--- config.mk ---
export PLATFORM = sky130hd
export DESIGN_NAME = i2c_poll_scheduler
export DESIGN_NICKNAME = d
export VERILOG_FILES = /design/src/rtl/sensor_hub_pkg.sv /design/src/rtl/rr_arbiter.sv /design/src/rtl/i2c_poll_scheduler.sv
export SDC_FILE = /design/constraint.sdc
export NUM_CORES = 1
export LEC_CHECK = 0
export CORE_MARGIN = 2
export CORE_UTILIZATION = 40
export DETAILED_ROUTE_END_ITERATION = 7
export PLACE_DENSITY = 0.66
export SLEW_MARGIN = 20
export SYNTH_ARGS = -nofsm -noshare
export SYNTH_HDL_FRONTEND = slang
export SYNTH_SLANG_ARGS = --single-unit
--- constraint.sdc ---
create_clock -name clk -period 3.65 [get_ports clk]
set_input_delay 1.095 -clock clk [delete_from_list [all_inputs] [get_ports clk]]
set_output_delay 1.095 -clock clk [all_outputs]
set_load 0.03 [all_outputs]
--- src/rtl/sensor_hub_pkg.sv ---
// sensor_hub_pkg
// Shared definitions for the sensor hub: I2C address/data widths and the
// poll-scheduler FSM state encoding. No ports.
package sensor_hub_pkg;

  localparam int I2C_ADDR_W = 7;
  localparam int I2C_DATA_W = 8;

  typedef enum logic [1:0] {
    ST_IDLE   = 2'd0,
    ST_ISSUE  = 2'd1,
    ST_WAIT   = 2'd2,
    ST_REPORT = 2'd3
  } state_e;

endpackage

--- src/rtl/rr_arbiter.sv ---
// rr_arbiter
// Combinational round-robin picker. Searches pending channels starting at
// last+1 and wrapping modulo NUM_CH; the first pending channel found wins.
// Ports:
//   pending  in  NUM_CH          channels waiting for service
//   last     in  clog2(NUM_CH)   most recently granted channel
//   winner   out NUM_CH          one-hot winner (0 when nothing pending)
//   win_idx  out clog2(NUM_CH)   index of the winner
//   found    out 1               a winner exists
module rr_arbiter #(
  parameter int NUM_CH = 4
) (
  input  logic [NUM_CH-1:0]         pending,
  input  logic [$clog2(NUM_CH)-1:0] last,
  output logic [NUM_CH-1:0]         winner,
  output logic [$clog2(NUM_CH)-1:0] win_idx,
  output logic                      found
);

  localparam int IW = $clog2(NUM_CH);

  logic [IW-1:0] cand;

  always_comb begin
    winner  = '0;
    win_idx = '0;
    found   = 1'b0;
    cand    = '0;
    // k = NUM_CH revisits 'last' itself, so a lone pending bit on the
    // previous owner is still served.
    for (int k = 1; k <= NUM_CH; k++) begin
      cand = IW'((int'(last) + k) % NUM_CH);
      if (!found && pending[cand]) begin
        found          = 1'b1;
        win_idx        = cand;
        winner[cand]   = 1'b1;
      end
    end
  end

endmodule

--- src/rtl/i2c_poll_scheduler.sv ---
// i2c_poll_scheduler
// Shares one I2C master among NUM_CH sensor channels. On-demand requests and
// periodic auto-poll ticks mark channels pending; a round-robin arbiter picks
// the next owner, one read transaction is issued per grant, and each grant
// ends with exactly one result pulse (data or timeout).
// Ports:
//   clk, rst     clock, synchronous active-high reset
//   req          per-channel read request level, sampled every cycle
//   auto_en      enables auto-poll ticks every PERIOD cycles
//   addr_cfg     7-bit slave address of channel i at [7i+6:7i]
//   m_start      one-cycle start pulse to the master
//   m_addr       granted channel's address, held through the transaction
//   m_done       one-cycle completion pulse from the master
//   m_data       read byte, valid with m_done
//   grant        one-hot owner, held through ISSUE and WAIT
//   busy         high in ISSUE, WAIT, REPORT
//   rd_valid     one-cycle result pulse, with rd_ch/rd_data/rd_timeout
//   dbg_state    current FSM state
//
// Master handshake: m_start pulses for one cycle with m_addr already stable;
// the master answers with a single-cycle m_done carrying m_data. m_done is
// honoured only in WAIT; any other m_done (including a late one after a
// timeout) is dropped. There is no back-pressure on rd_valid.
module i2c_poll_scheduler
  import sensor_hub_pkg::*;
#(
  parameter int NUM_CH  = 4,
  parameter int PERIOD  = 1_000_000,
  parameter int TIMEOUT = 100_000
) (
  input  logic                         clk,
  input  logic                         rst,
  input  logic [NUM_CH-1:0]            req,
  input  logic                         auto_en,
  input  logic [I2C_ADDR_W*NUM_CH-1:0] addr_cfg,
  output logic                         m_start,
  output logic [I2C_ADDR_W-1:0]        m_addr,
  input  logic                         m_done,
  input  logic [I2C_DATA_W-1:0]        m_data,
  output logic [NUM_CH-1:0]            grant,
  output logic                         busy,
  output logic                         rd_valid,
  output logic [$clog2(NUM_CH)-1:0]    rd_ch,
  output logic [I2C_DATA_W-1:0]        rd_data,
  output logic                         rd_timeout,
  output state_e                       dbg_state
);

  localparam int IW = $clog2(NUM_CH);
  localparam int PW = $clog2(PERIOD);
  localparam int TW = $clog2(TIMEOUT);

  state_e                  state_q, state_d;
  logic [NUM_CH-1:0]       pending_q, pending_d;
  logic [PW-1:0]           pcnt_q, pcnt_d;
  logic [TW-1:0]           tcnt_q, tcnt_d;
  logic [IW-1:0]           last_q, last_d;
  logic                    m_start_q, m_start_d;
  logic [I2C_ADDR_W-1:0]   m_addr_q, m_addr_d;
  logic [NUM_CH-1:0]       grant_q, grant_d;
  logic                    busy_q, busy_d;
  logic                    rd_valid_q, rd_valid_d;
  logic [IW-1:0]           rd_ch_q, rd_ch_d;
  logic [I2C_DATA_W-1:0]   rd_data_q, rd_data_d;
  logic                    rd_timeout_q, rd_timeout_d;

  logic                    tick;
  logic [NUM_CH-1:0]       clr;
  logic [NUM_CH-1:0]       winner;
  logic [IW-1:0]           win_idx;
  logic                    found;

  rr_arbiter #(.NUM_CH(NUM_CH)) u_arb (
    .pending (pending_q),
    .last    (last_q),
    .winner  (winner),
    .win_idx (win_idx),
    .found   (found)
  );

  always_comb begin
    // Period counter: held at 0 while disabled, ticks and wraps at PERIOD-1.
    tick   = auto_en && (pcnt_q == PW'(PERIOD - 1));
    pcnt_d = (!auto_en || tick) ? '0 : pcnt_q + 1'b1;

    state_d      = state_q;
    last_d       = last_q;
    tcnt_d       = tcnt_q;
    m_start_d    = 1'b0;
    m_addr_d     = m_addr_q;
    grant_d      = grant_q;
    rd_valid_d   = 1'b0;
    rd_ch_d      = rd_ch_q;
    rd_data_d    = rd_data_q;
    rd_timeout_d = rd_timeout_q;
    clr          = '0;

    case (state_q)
      ST_IDLE: begin
        if (found) begin
          clr       = winner;
          grant_d   = winner;
          last_d    = win_idx;
          m_addr_d  = addr_cfg[int'(win_idx)*I2C_ADDR_W +: I2C_ADDR_W];
          // Registered start: high during the ISSUE cycle.
          m_start_d = 1'b1;
          state_d   = ST_ISSUE;
        end
      end
      ST_ISSUE: begin
        tcnt_d  = '0;
        state_d = ST_WAIT;
      end
      ST_WAIT: begin
        // Done wins over a simultaneous timeout expiry.
        if (m_done) begin
          rd_valid_d   = 1'b1;
          rd_ch_d      = last_q;
          rd_data_d    = m_data;
          rd_timeout_d = 1'b0;
          grant_d      = '0;
          state_d      = ST_REPORT;
        end else if (tcnt_q == TW'(TIMEOUT - 1)) begin
          rd_valid_d   = 1'b1;
          rd_ch_d      = last_q;
          rd_data_d    = '0;
          rd_timeout_d = 1'b1;
          grant_d      = '0;
          state_d      = ST_REPORT;
        end else begin
          tcnt_d = tcnt_q + 1'b1;
        end
      end
      ST_REPORT: begin
        state_d = ST_IDLE;
      end
      default: begin
        state_d = ST_IDLE;
      end
    endcase

    // Set after clear so a request landing on the grant cycle re-pends.
    pending_d = (pending_q & ~clr) | req | {NUM_CH{tick}};
    busy_d    = (state_d != ST_IDLE);
  end

  always_ff @(posedge clk) begin
    if (rst) begin
      state_q      <= ST_IDLE;
      pending_q    <= '0;
      pcnt_q       <= '0;
      tcnt_q       <= '0;
      last_q       <= IW'(NUM_CH - 1);
      m_start_q    <= 1'b0;
      m_addr_q     <= '0;
      grant_q      <= '0;
      busy_q       <= 1'b0;
      rd_valid_q   <= 1'b0;
      rd_ch_q      <= '0;
      rd_data_q    <= '0;
      rd_timeout_q <= 1'b0;
    end else begin
      state_q      <= state_d;
      pending_q    <= pending_d;
      pcnt_q       <= pcnt_d;
      tcnt_q       <= tcnt_d;
      last_q       <= last_d;
      m_start_q    <= m_start_d;
      m_addr_q     <= m_addr_d;
      grant_q      <= grant_d;
      busy_q       <= busy_d;
      rd_valid_q   <= rd_valid_d;
      rd_ch_q      <= rd_ch_d;
      rd_data_q    <= rd_data_d;
      rd_timeout_q <= rd_timeout_d;
    end
  end

  assign m_start    = m_start_q;
  assign m_addr     = m_addr_q;
  assign grant      = grant_q;
  assign busy       = busy_q;
  assign rd_valid   = rd_valid_q;
  assign rd_ch      = rd_ch_q;
  assign rd_data    = rd_data_q;
  assign rd_timeout = rd_timeout_q;
  assign dbg_state  = state_q;

endmodule

# --- After elaboration in Yosys (flattened, before gate mapping) ---
# Index checks and enable logic that the tools add are counted.
# W data, S select, Z words.
totals:
  register_bits: 70
  input_bits: 44
  output_inout_bits: 27
  elab_cells: 122
classes:
  n_addsub: 6
  n_mul: 1
  magnitude_cmp: 8
  eq_ne: 9
  shift: 1
  muxes: 50
  n_bitwise: 9
  n_reduce_logical: 25
op_table:
  columns: ["operator", "n"]
  rows:
  - ["$mux W4", 9]
  - ["$mux W17", 2]
  - ["$pmux W17 S2", 1]
  - ["$shiftx A28 B6 Y7", 1]
  - ["$add A20 B1 Y20 const B", 1]
  - ["$eq A20 B20 Y1 const B", 1]
  - ["$or A4 B4 Y4", 5]
  - ["$mux W2", 9]
  - ["$add A17 B1 Y17 const B", 1]
  - ["$eq A17 B17 Y1 const B", 1]
  - ["$mux W1", 17]
  - ["$mux W8", 2]
  - ["$lt A2 B3 Y1 const B", 4]
  - ["$bmux W1 S2", 4]
  - ["$demux W1 S2", 4]
  - ["$ge A2 B1 Y1 const B", 4]
  - ["$logic_and A1 B1 Y1", 8]
  - ["$pmux W2 S4", 1]
  - ["$pmux W4 S2", 1]
  - ["$reduce_bool A2 Y1", 4]
  - ["$ne A2 B2 Y1 const B", 3]
  - ["$reduce_and A3 Y1", 2]
  - ["$reduce_or A2 Y1", 3]
  - ["$mul A2 B3 Y5 const B", 1]
  - ["12 further kinds", 20]

# --- Longest topological paths before layout ---
logic_depth:
  word_depth: 19
  ltp_mapped: 11
  depth_no_buf: 8

# --- Modules after synthesis ---
# A second synthesis with hierarchy kept.
hier_totals:
  hier_cells: 446
  area_unflattened_um2: 3827.4
modules_own_cells:
  columns: ["mod", "instances", "cells_per_inst", "area_each_um2"]
  rows:
  - ["i2c_poll_scheduler", 1, 360, 3198.1]
  - ["rr_arbiter", 1, 86, 629.4]

# --- Worst setup path after synthesis ---
# OpenSTA, ideal clock, no wires.
synth_path:
  kind: "reg2reg"
  from: "register last_q[0]"
  to: "register m_addr_q[0], in the netlist m_addr[0]"
  arrival_ns: 2.851
  required_time_ns: 3.528
  path_slack_ns: 0.677
  stages_incl_launch_ff: 11
  path_buffers: 3
  synth_period_minus_slack_ns: 2.973
  path_cell_list: "dfxtp_1 -> buf_6 -> buf_2 -> inv_1 -> ha_1 -> mux4_2 -> or3b_1 -> buf_4 -> nand2_8 -> mux2_4 -> a221o_1"
synth_between:
  elab_chain_cells: 15
  elab_cells_between_ends: 29
  cone_classes: "add/sub (4); mul (1); shift (1); mux (16); reduce/logical (7)"
synth_lines:
  columns: ["element", "line", "rtl"]
  rows:
  - ["start, declared", "i2c_poll_scheduler.sv:57", "logic [IW-1:0] last_q, last_d;"]
  - ["start signal, assigned", "i2c_poll_scheduler.sv:153", "last_q <= IW'(NUM_CH - 1);"]
  - ["start signal, assigned", "i2c_poll_scheduler.sv:167", "last_q <= last_d;"]
  - ["$add A2 B1 Y2", "rr_arbiter.sv:32", "cand = IW'((int'(last) + k) % NUM_CH);"]
  - ["$bmux W1 S2", "rr_arbiter.sv:33", "if (!found && pending[cand]) begin"]
  - ["$mux W1 (not written as such)", "rr_arbiter.sv:33", null]
  - ["$mux W1", "rr_arbiter.sv:33", null]
  - ["$logic_not A1 Y1", "rr_arbiter.sv:33", null]
  - ["$logic_and A1 B1 Y1", "rr_arbiter.sv:33", null]
  - ["$mux W1", "rr_arbiter.sv:33", null]
  - ["$logic_not A1 Y1", "rr_arbiter.sv:33", null]
  - ["$logic_and A1 B1 Y1", "rr_arbiter.sv:33", null]
  - ["$mux W1", "rr_arbiter.sv:33", null]
  - ["$logic_not A1 Y1", "rr_arbiter.sv:33", null]
  - ["$logic_and A1 B1 Y1", "rr_arbiter.sv:33", null]
  - ["$mux W2", "rr_arbiter.sv:33", null]
  - ["$mul A2 B3 Y5", "i2c_poll_scheduler.sv:104", "m_addr_d = addr_cfg[int'(win_idx)*I2C_ADDR_W +: I2C_ADDR_W];"]
  - ["$shiftx A28 B6 Y7", "i2c_poll_scheduler.sv:104", null]
  - ["end signal, assigned", "i2c_poll_scheduler.sv:169", "m_addr_q <= m_addr_d;"]
  - ["end, declared", "i2c_poll_scheduler.sv:59", "logic [I2C_ADDR_W-1:0] m_addr_q, m_addr_d;"]
# Parallel ways exist; a longest one is shown, timed or not. The select of a mux whose other input is x is not followed.
# A chain may end at the register's enable or synchronous reset.

# --- Worst setup path in the final report ---
layout_path:
  from: "register last_q[1]"
  to: "register m_addr_q[2], in the netlist m_addr[2]"
# The elaborated chain is that of the path after synthesis.

==> qor.yml <==
status: "completed"
final.setup.tns_ns: 0
first_pass_iters: 4
drt-initial-drc-count: 168
ys_ff_latch: 70
cts_resized: 0
wl_per_cell_um: 15.0
power.density_mw_per_mm2: 642
yosysSeqAreaShare: 0.389
worstPathRequired_ns: 3.88
cellLeakagePower_nw: 1.72
grt_max_degree: 25
synth_nets: 455
place_ws_ns: 0.604
dieArea_mm2: 0.00977
clockBufferDepth: 2
cp_max_fo: 9
rsz0062_at_grt: "no"
cp-start-kind: "flop"
maxCapViolCount: 0
finalHoldViolations: 0
arrival_ns: 3.25
drt-total-wl_um: 8670
ir_drop_v: 0.000245
syn-cell-area_mm2: 0.00360
synth_edf_count: 0
slew_headroom: 0.520
slew_violations: 0
async_flop_share: 0
tritoncts: "done"
postRouteAntennaNets: 0
die_height_um: 98.9
syn_to_final_growth_pct: 27.5
fin_nets: 523
grt_usage: 0.178
cts_setup_buffers: 0
overflow: 0
yosys_warnings: 0
synth_flop_cell: "dfxtp_1"
hold_class: "flop to flop"
cts_buffers: 9
grt_antenna_before_repair: 0
h-tree-depth: 3
initial_utilization: 0.413
antenna_cells: 0
worst_slew_pin_slew_ns: 0.718
dp_hpwl_um: 6310
num_rows: 34
setup_viol_count_final: 0
cts_hold_buf: 0
clock_latency_ns: 0.34
crit_type: "flop to flop"
portBuffers: 70
drive_gt1_frac: 0.0830
end_kind: "flop"
synth_cell_type_count: 59
cp_cell_sequence: "inv_1 > ha_1 > mux4_2 > or3b_1 > nand2_8 > mux2_4 > a221o_1"
syn-instance-count: 397
cts_root_buf: "clkbuf_8"
final_cell_mix: "dfxtp_1 (70), clkdlybuf4s50_1 (70), nor2_1 (63), xor2_1 (16), o21ai_0 (16)"
die_w_um: 98.9
finalCritPeriodShare: 0.829
crit_path_max_incr_delay_ns: 0.57
avgSynthCellArea_um2: 9.07
fmax_ghz: 0.331
grt_pass1_wl_um: 14400
clock_skew_ns: 0.00632
routed_via_density: 5.44
grt_pass1_vias: 2904
drc: 0
clock-sinks: 70
layout_setup_ws_ns: 0.626
fin_crit_ns: 3.02
cp_slowest_cell: "or3b_1"
path_clk_slew_ns: 0.08
globalplace.congestion: 0.892
core_mm2: 0.00872
vias: 3145
pin_count: 71
final timing paths:
kind | startpoint | to | slack (ns) | cells past startpoint
worst min register to register | pcnt_q[0] | pcnt_q[0] | 0.44 | 1
worst min-delay path | pcnt_q[0] | pcnt_q[0] | 0.44 | 1
worst max-delay path | last_q[1] | m_addr[2] | 0.63 | 7
worst max register to register | last_q[1] | m_addr[2] | 0.63 | 7
worst max-delay path: cells and delay by family (launching register included):
| kind | cells | cell delay, ns |
|---|---|---|
| buffers and inverters | 1 | 0.18 |
| adders and majority gates | 1 | 0.41 |
| AOI/OAI and AO/OA | 1 | 0.32 |
| DFF | 1 | 0.48 |
| and+or+nand+nor | 2 | 0.76 |
| muxes | 2 | 0.76 |
registers in the layout (all words and copies together), names as in the netlist:
name	count
busy	1
last_q	2
pcnt_q	20
m_addr	7
pending_q	4
tcnt_q	17
dbg_state	2
rd_data	8
rd_ch	2
rd_timeout	1
rd_valid	1
m_start	1
grant	4
kinds of logic after synthesis:
group,share of synthesized area
AO/OA/AOI/OAI,0.162
adder cells (fa/ha/maj),0.0487
flip-flops,0.389
buffers and inverters,0.0334
XOR/XNOR,0.0657
AND/OR/NAND/NOR,0.236
multiplexers,0.0650
cell usage after synthesis, drive strengths merged, types with 10 or more instances:
master,number,area share
xnor2,11,0.027
o21ai,17,0.024
nand3,14,0.019
ha,14,0.049
nand2,16,0.022
a221o,10,0.028
nor2,63,0.066
dfxtp,70,0.39
a21oi,15,0.021
nor3,13,0.018
xor2,16,0.039
clkbuf,11,0.011
a22oi,13,0.027
through the flow:
| stage | total power, mW | utilization | hold slack, ns | std cells | instance area [um^2] |
|---|---|---|---|---|---|
| 3_5_place_dp | 2.34 | 0.504 | 0.433 | 562 | 4400 |
| 2_1_floorplan | 1.94 | - | 0.413 | 397 | 3600 |
| 4_1_cts | 2.97 | 0.526 | 0.444 | 578 | 4590 |
| 6_report | 2.95 | 0.526 | 0.436 | 578 | 4590 |
| 3_3_place_gp | 2.31 | 0.504 | 0.423 | 562 | 4400 |
| 5_1_grt | 3.13 | 0.526 | 0.472 | 578 | 4590 |
metal layers:
layer	share of wire	vias to the layer above	global-route usage	wire, um
li1	-	1572	-	-
met4	0.011	0	0.0390	96
met3	0.053	10	0.0546	461
met1	0.49	1484	0.246	4220
met5	0	-	0	0
met2	0.45	79	0.275	3900
where the power goes:
part / switching [mW] / internal [mW] / total, mW
Combinational: 0.784 / 0.604 / 1.39
Clock: 0.299 / 0.317 / 0.617
Sequential: 0.0805 / 0.860 / 0.941
area by class of cell:
type / count / area [um^2]
inverter: 9 / 33.8
sequential: 70 / 1400
clock inverter: 5 / 58.8
timing repair buffer: 76 / 746
clock buffer: 11 / 131
tap: 108 / 135
multi-input combinational: 299 / 2080
fill: 819 / 4130
No activity file was read; power rests on OpenSTA's default activity.
